==> src/rtl/xif_mem_lane_align.sv <==
// rtl/xif_mem_lane_align.sv - byte-lane enables and data shifting for sub-word accesses
module xif_mem_lane_align (
  input  logic [1:0]  size_i,
  input  logic [1:0]  offset_i,
  input  logic [31:0] wdata_i,
  input  logic [31:0] rdata_i,
  output logic [3:0]  be_o,
  output logic [31:0] wdata_o,
  output logic [31:0] rdata_o
);

  always_comb begin
    be_o = 4'b1111;
    case (size_i)
      2'd0:    be_o = 4'b0001 << offset_i;
      2'd1:    be_o = 4'b0011 << offset_i;
      default: be_o = 4'b1111;
    endcase
  end

  assign wdata_o = wdata_i << {offset_i, 3'b000};
  assign rdata_o = rdata_i >> {offset_i, 3'b000};

endmodule

==> config.mk <==
export PLATFORM = sky130hd
export DESIGN_NAME = xif_mem_lane_align
export DESIGN_NICKNAME = d
export VERILOG_FILES = /design/src/rtl/xif_mem_lane_align.sv
export SDC_FILE = /design/constraint.sdc
export NUM_CORES = 1
export LEC_CHECK = 0
export CORE_ASPECT_RATIO = 1.25
export CORE_MARGIN = 8
export CORE_UTILIZATION = 25
export DETAILED_ROUTE_END_ITERATION = 7
export GPL_ROUTABILITY_DRIVEN = 0
export PLACE_DENSITY_LB_ADDON = 0.1
export SYNTH_ARGS = -nofsm -noshare
export SYNTH_HDL_FRONTEND = slang
export SYNTH_SLANG_ARGS = --single-unit
==> constraint.sdc <==
create_clock -name vclk -period 1
set_clock_uncertainty 0.05 [all_clocks]
set_input_delay 0.2 -clock vclk [all_inputs]
set_output_delay 0.2 -clock vclk [all_outputs]
set_load 0.02 [all_outputs]
==> impl_table.tex, run 1 <==
\begin{tabular}{lr}
\hline
Metric & Value \\
\hline
\multicolumn{2}{l}{\textbf{Status}} \\
\quad Outcome & stopped before the end \\
\quad Last stage & clock tree synthesis \\
\quad Error that halted the flow & [ERROR DPL-0038] Utilization greater than 100\%, impossible to legalize \\
\multicolumn{2}{l}{\textbf{Clock tree}} \\
\quad Number of setup buffers added after CTS & 28 \\
\quad Post-cts gate resize count & 543 \\
\quad Number of buffers inserted by hold repair at cts & 0 \\
\multicolumn{2}{l}{\textbf{Yosys}} \\
\quad Top cells by count, synth & 64 x mux2i\_1, 17 x nor2\_1, 16 x and2\_1, 16 x o2bb2ai\_1, 7 x buf\_4 \\
\quad Area share of the largest cell type after synthesis & 0.574 \\
\quad Synth Cell Area & 1120 um2 \\
\quad Per-instance average area after synthesis & 8.21 um2 \\
\quad Largest area contributor in the netlist & mux2i\_1 \\
\quad Distinct cells, synth & 15 \\
\quad Sequential area share after synthesis & 0 \\
\quad Mapped Nets & 204 \\
\quad Gate Count Post-Synth & 136 \\
\quad Top-count cell post-synth & mux2i\_1 \\
\quad Yosys warnings & 0 \\
\quad Cell types occupying the most area after synthesis & mux2i\_1 57\%, o2bb2ai\_1 13\%, and2\_1 9.0\%, nor2\_1 5.7\%, buf\_4 4.7\% \\
\multicolumn{2}{l}{\textbf{Die}} \\
\quad Initial Util & 0.256 \\
\quad Die Ht & 90.7 um \\
\quad Die extent in x & 75.8 um \\
\quad Top-level I/O count & 136 \\
\quad Number of placement rows & 27 \\
\multicolumn{2}{l}{\textbf{Place}} \\
\quad \# port buffers & 136 \\
\quad Cell count after placement & 350 \\
\quad Post-Place Setup Slack & -0.934 ns \\
\quad Post-detailed-placement half-perimeter wirelength & 5490 um \\
\hline
\end{tabular}
==> logic make-up after synthesis <==
group,count (synthesis),synth area share
multiplexers,64,0.574
AND/OR/NAND/NOR,38,0.182
AO/OA/AOI/OAI,19,0.145
buffers and inverters,15,0.0998
==> metrics by stage <==
step | area (um2) | hold WS, ns
3_3_place_gp | 3680 | 1.32
2_1_floorplan | 2060 | 0.451
3_5_place_dp | 3680 | 1.33
==> run 2, diff against run 1 <==
==> config.mk (replaced) <==
export PLATFORM = sky130hd
export DESIGN_NAME = xif_mem_lane_align
export DESIGN_NICKNAME = d
export VERILOG_FILES = /design/src/rtl/xif_mem_lane_align.sv
export SDC_FILE = /design/constraint.sdc
export NUM_CORES = 1
export LEC_CHECK = 0
export CORE_MARGIN = 8
export CORE_UTILIZATION = 28
export DETAILED_ROUTE_END_ITERATION = 7
export GPL_ROUTABILITY_DRIVEN = 0
export PLACE_DENSITY_LB_ADDON = 0.15
export SYNTH_ARGS = -nofsm -noshare
export SYNTH_HDL_FRONTEND = slang
export SYNTH_SLANG_ARGS = --single-unit
==> constraint.sdc (replaced) <==
create_clock -name vclk -period 1.3
set_clock_uncertainty 0.05 [all_clocks]
set_input_delay 0.26 -clock vclk [all_inputs]
set_output_delay 0.26 -clock vclk [all_outputs]
set_load 0.02 [all_outputs]
==> run 2 against run 1 <==
  * The flow now finishes, with violations (setup timing)
  * Area after synthesis stayed put
  * Synthesized cell count stayed put
==> impl_table.tex, run 2 <==
\begin{tabular}{lr}
\hline
Metric & Value \\
\hline
\multicolumn{2}{l}{\textbf{Power}} \\
\quad Combinational power share & 1.000 \\
\quad Switching power & 0.000710 W \\
\quad LEAKAGE & 1.62 nW \\
\quad Relative contribution of the clock network to total power & 0 \\
\quad Internal & 0.000807 W \\
\quad Sw Share & 0.468 \\
\quad Power consumption & 0.00152 W \\
\quad Sequential cell fraction of total power & 0 \\
\quad Largest vdd supply drop & 0.265 mV \\
\quad Power density normalized to cell area & 428 nW/um2 \\
\multicolumn{2}{l}{\textbf{Setup path}} \\
\quad Cell-by-cell trace of the critical path & buf\_12 > buf\_12 > buf\_12 > mux2i\_4 > nor2\_2 > buf\_6 \\
\quad CP peak stage delay & 0.18 ns \\
\quad Most frequent cell on the critical path & buf\_12 \\
\quad Worst EP required & 0.99 ns \\
\quad CP Launch Type & input port \\
\quad Worst path slowest cell & mux2i\_4 \\
\quad Peak fanout along the critical path & 8 \\
\quad Worst setup path class & input port to primary output \\
\quad Critical Path AT & 1.13 ns \\
\quad Top Family by Delay on Critical Path & buffers and inverters \\
\quad Endpoint type of the worst setup path & primary output \\
\quad Buffer and inverter count on the worst path & 4 \\
\multicolumn{2}{l}{\textbf{GRT}} \\
\quad Global-route congestion overflow total & 0 \\
\quad Routing layer with the top usage in global route & met2 \\
\quad Via count of the first global-routing pass & 2,016 \\
\quad Grt met3 use & 0.0643 \\
\quad Global-route usage over all layers & 0.207 \\
\quad Initial antenna violation count & 0 \\
\quad Met2 Resource Use GR & 0.382 \\
\quad Met1 usage & 0.229 \\
\quad Pin count of the biggest net entering global routing & 11 \\
\quad First-pass GRT wire length & 10,700 um \\
\multicolumn{2}{l}{\textbf{Yosys}} \\
\quad Distinct cells, synth & 15 \\
\quad Sequential area share after synthesis & 0 \\
\quad Largest area contributor in the netlist & mux2i\_1 \\
\quad Top cells by count, synth & 64 x mux2i\_1, 17 x nor2\_1, 16 x and2\_1, 16 x o2bb2ai\_1, 7 x buf\_4 \\
\quad Top-count cell post-synth & mux2i\_1 \\
\quad Gate Count Post-Synth & 136 \\
\quad Yosys warnings & 0 \\
\quad Cell types occupying the most area after synthesis & mux2i\_1 57\%, o2bb2ai\_1 13\%, and2\_1 9.0\%, nor2\_1 5.7\%, buf\_4 4.7\% \\
\quad Synth Cell Area & 1120 um2 \\
\quad Per-instance average area after synthesis & 8.21 um2 \\
\quad Mapped Nets & 204 \\
\quad Area share of the largest cell type after synthesis & 0.574 \\
\multicolumn{2}{l}{\textbf{Detailed routing}} \\
\quad Vias after detailed routing & 1,865 \\
\quad First drt pass iteration count & 4 \\
\quad Average detailed-routed wire length per instance & 22.5 um \\
\quad Detail-routed via count per cell & 5.21 \\
\quad Residual DRC & 0 \\
\quad Aggregate routed wire length & 8070 um \\
\quad First-iteration detailed-routing DRC count & 62 \\
\quad Antenna-violating nets left & 0 \\
\multicolumn{2}{l}{\textbf{Final layout}} \\
\quad Fraction of final layout cells sized beyond drive strength 1 & 0.661 \\
\quad Layout-stage area growth over the synthesis result & 218\% \\
\quad Register Area & 0 um2 \\
\quad Sequential cell count & 0 \\
\quad Final-layout clock buffer total & 0 \\
\quad Area of all placed cells without fillers & 3540 um2 \\
\quad Net count, final & 377 \\
\quad Leading cell type in the layout, fill and taps excluded & dlygate4sd2\_1 \\
\quad Most frequent cells in the layout & 61 x dlygate4sd2\_1, 58 x buf\_6, 42 x buf\_4, 29 x mux2i\_1, 20 x mux2i\_4 \\
\multicolumn{2}{l}{\textbf{STA}} \\
\quad Final number of max-transition violations & 0 \\
\quad Final hold violation count & 0 \\
\quad Least-Margin Pin Slew & 0.252 ns \\
\quad Setup violations, final & 64 \\
\quad RSZ-0062 raised after global routing & true \\
\quad Peak Freq & 693 MHz \\
\quad Min Tclk post-route & 1.44 ns \\
\quad Worst Setup Slack, final & -0.143 ns \\
\quad Max-Slew Margin vs Limit & 0.829 \\
\quad Fraction of the cycle the final worst path needs & 1.11 \\
\quad Setup Total Neg Slack & -4.55 ns \\
\multicolumn{2}{l}{\textbf{Place}} \\
\quad Placement-stage cell area & 2750 um2 \\
\quad Post-detailed-placement half-perimeter wirelength & 4820 um \\
\quad \# port buffers & 136 \\
\multicolumn{2}{l}{\textbf{Die}} \\
\quad Number of placement rows & 23 \\
\quad Die Ht & 79.1 um \\
\quad Core region area & 3910 um2 \\
\quad Die footprint & 6260 um2 \\
\quad Top-level I/O count & 136 \\
\quad Initial Util & 0.285 \\
\quad Die extent in x & 79.1 um \\
\multicolumn{2}{l}{\textbf{Job}} \\
\quad Max-cap viol count & 0 \\
\multicolumn{2}{l}{\textbf{Clock tree}} \\
\quad Number of buffers inserted by hold repair at cts & 0 \\
\multicolumn{2}{l}{\textbf{Status}} \\
\quad Outcome & finished with violations \\
\quad Failing checks & setup timing \\
\multicolumn{2}{l}{\textbf{Worst hold path}} \\
\quad Worst hold path class & input port to primary output \\
\hline
\end{tabular}
[run 2: path summary, 6_finish.rpt]
| kind | to | from | depth (start not counted) | slack [ns] |
|---|---|---|---|---|
| worst max-delay path | rdata_o[19] | offset_i[0] | 6 | -0.14 |
| worst min-delay path | be_o[1] | offset_i[1] | 4 | 0.94 |
[run 2: stage by stage]
stage                     hold slack (ns)   util  setup WS, ns  cells
after floorplan                     0.571      -       -0.0805    136
after global placement               1.46  0.703        -0.699    331
after detailed placement             1.45  0.703        -0.716    331
after CTS                           0.947  0.837       -0.0933    357
after global routing                0.951  0.905        -0.179    357
final                               0.942  0.906        -0.143    358
[run 2: cell families after synthesis]
family / share of synthesized area
AO/OA/AOI/OAI: 0.145
buffers and inverters: 0.0998
multiplexers: 0.574
AND/OR/NAND/NOR: 0.182
[run 2: area by class of cell]
type | instances | area [um2]
antenna | 1 | 2.50
timing repair buffer | 186 | 1960
multi-input combinational | 121 | 1520
fill | 148 | 369
tap | 50 | 62.6
[run 2: timing repair]
item,in CTS,in global routing
setup buffers,19,4
cloned,7,0
gates resized for setup,491,86
setup endpoints to repair,68,62
pin swaps,18,6
[run 2: power by group through the flow]
stage	Clock [W]	Combinational, W	Sequential (W)
floorplan	0	0.000555	0
global placement	0	0.00118	0
detailed placement	0	0.00118	0
CTS	0	0.00137	0
global route	0	0.00158	0
finish	0.000000000103	0.00152	0
[run 2: tightest hold or removal path, stage by stage]
cell and delay [ns]:
buf_16 0.11, buf_6 0.12, o21bai_1 0.08, buf_2 0.16
[run 2: routing by layer]
layer / wire (um) / part of all wire
met1: 3140 / 0.39
met2: 4140 / 0.51
met3: 653 / 0.081
met4: 136 / 0.017
met5: 0 / 0
Power figures use the tool's default switching activity.
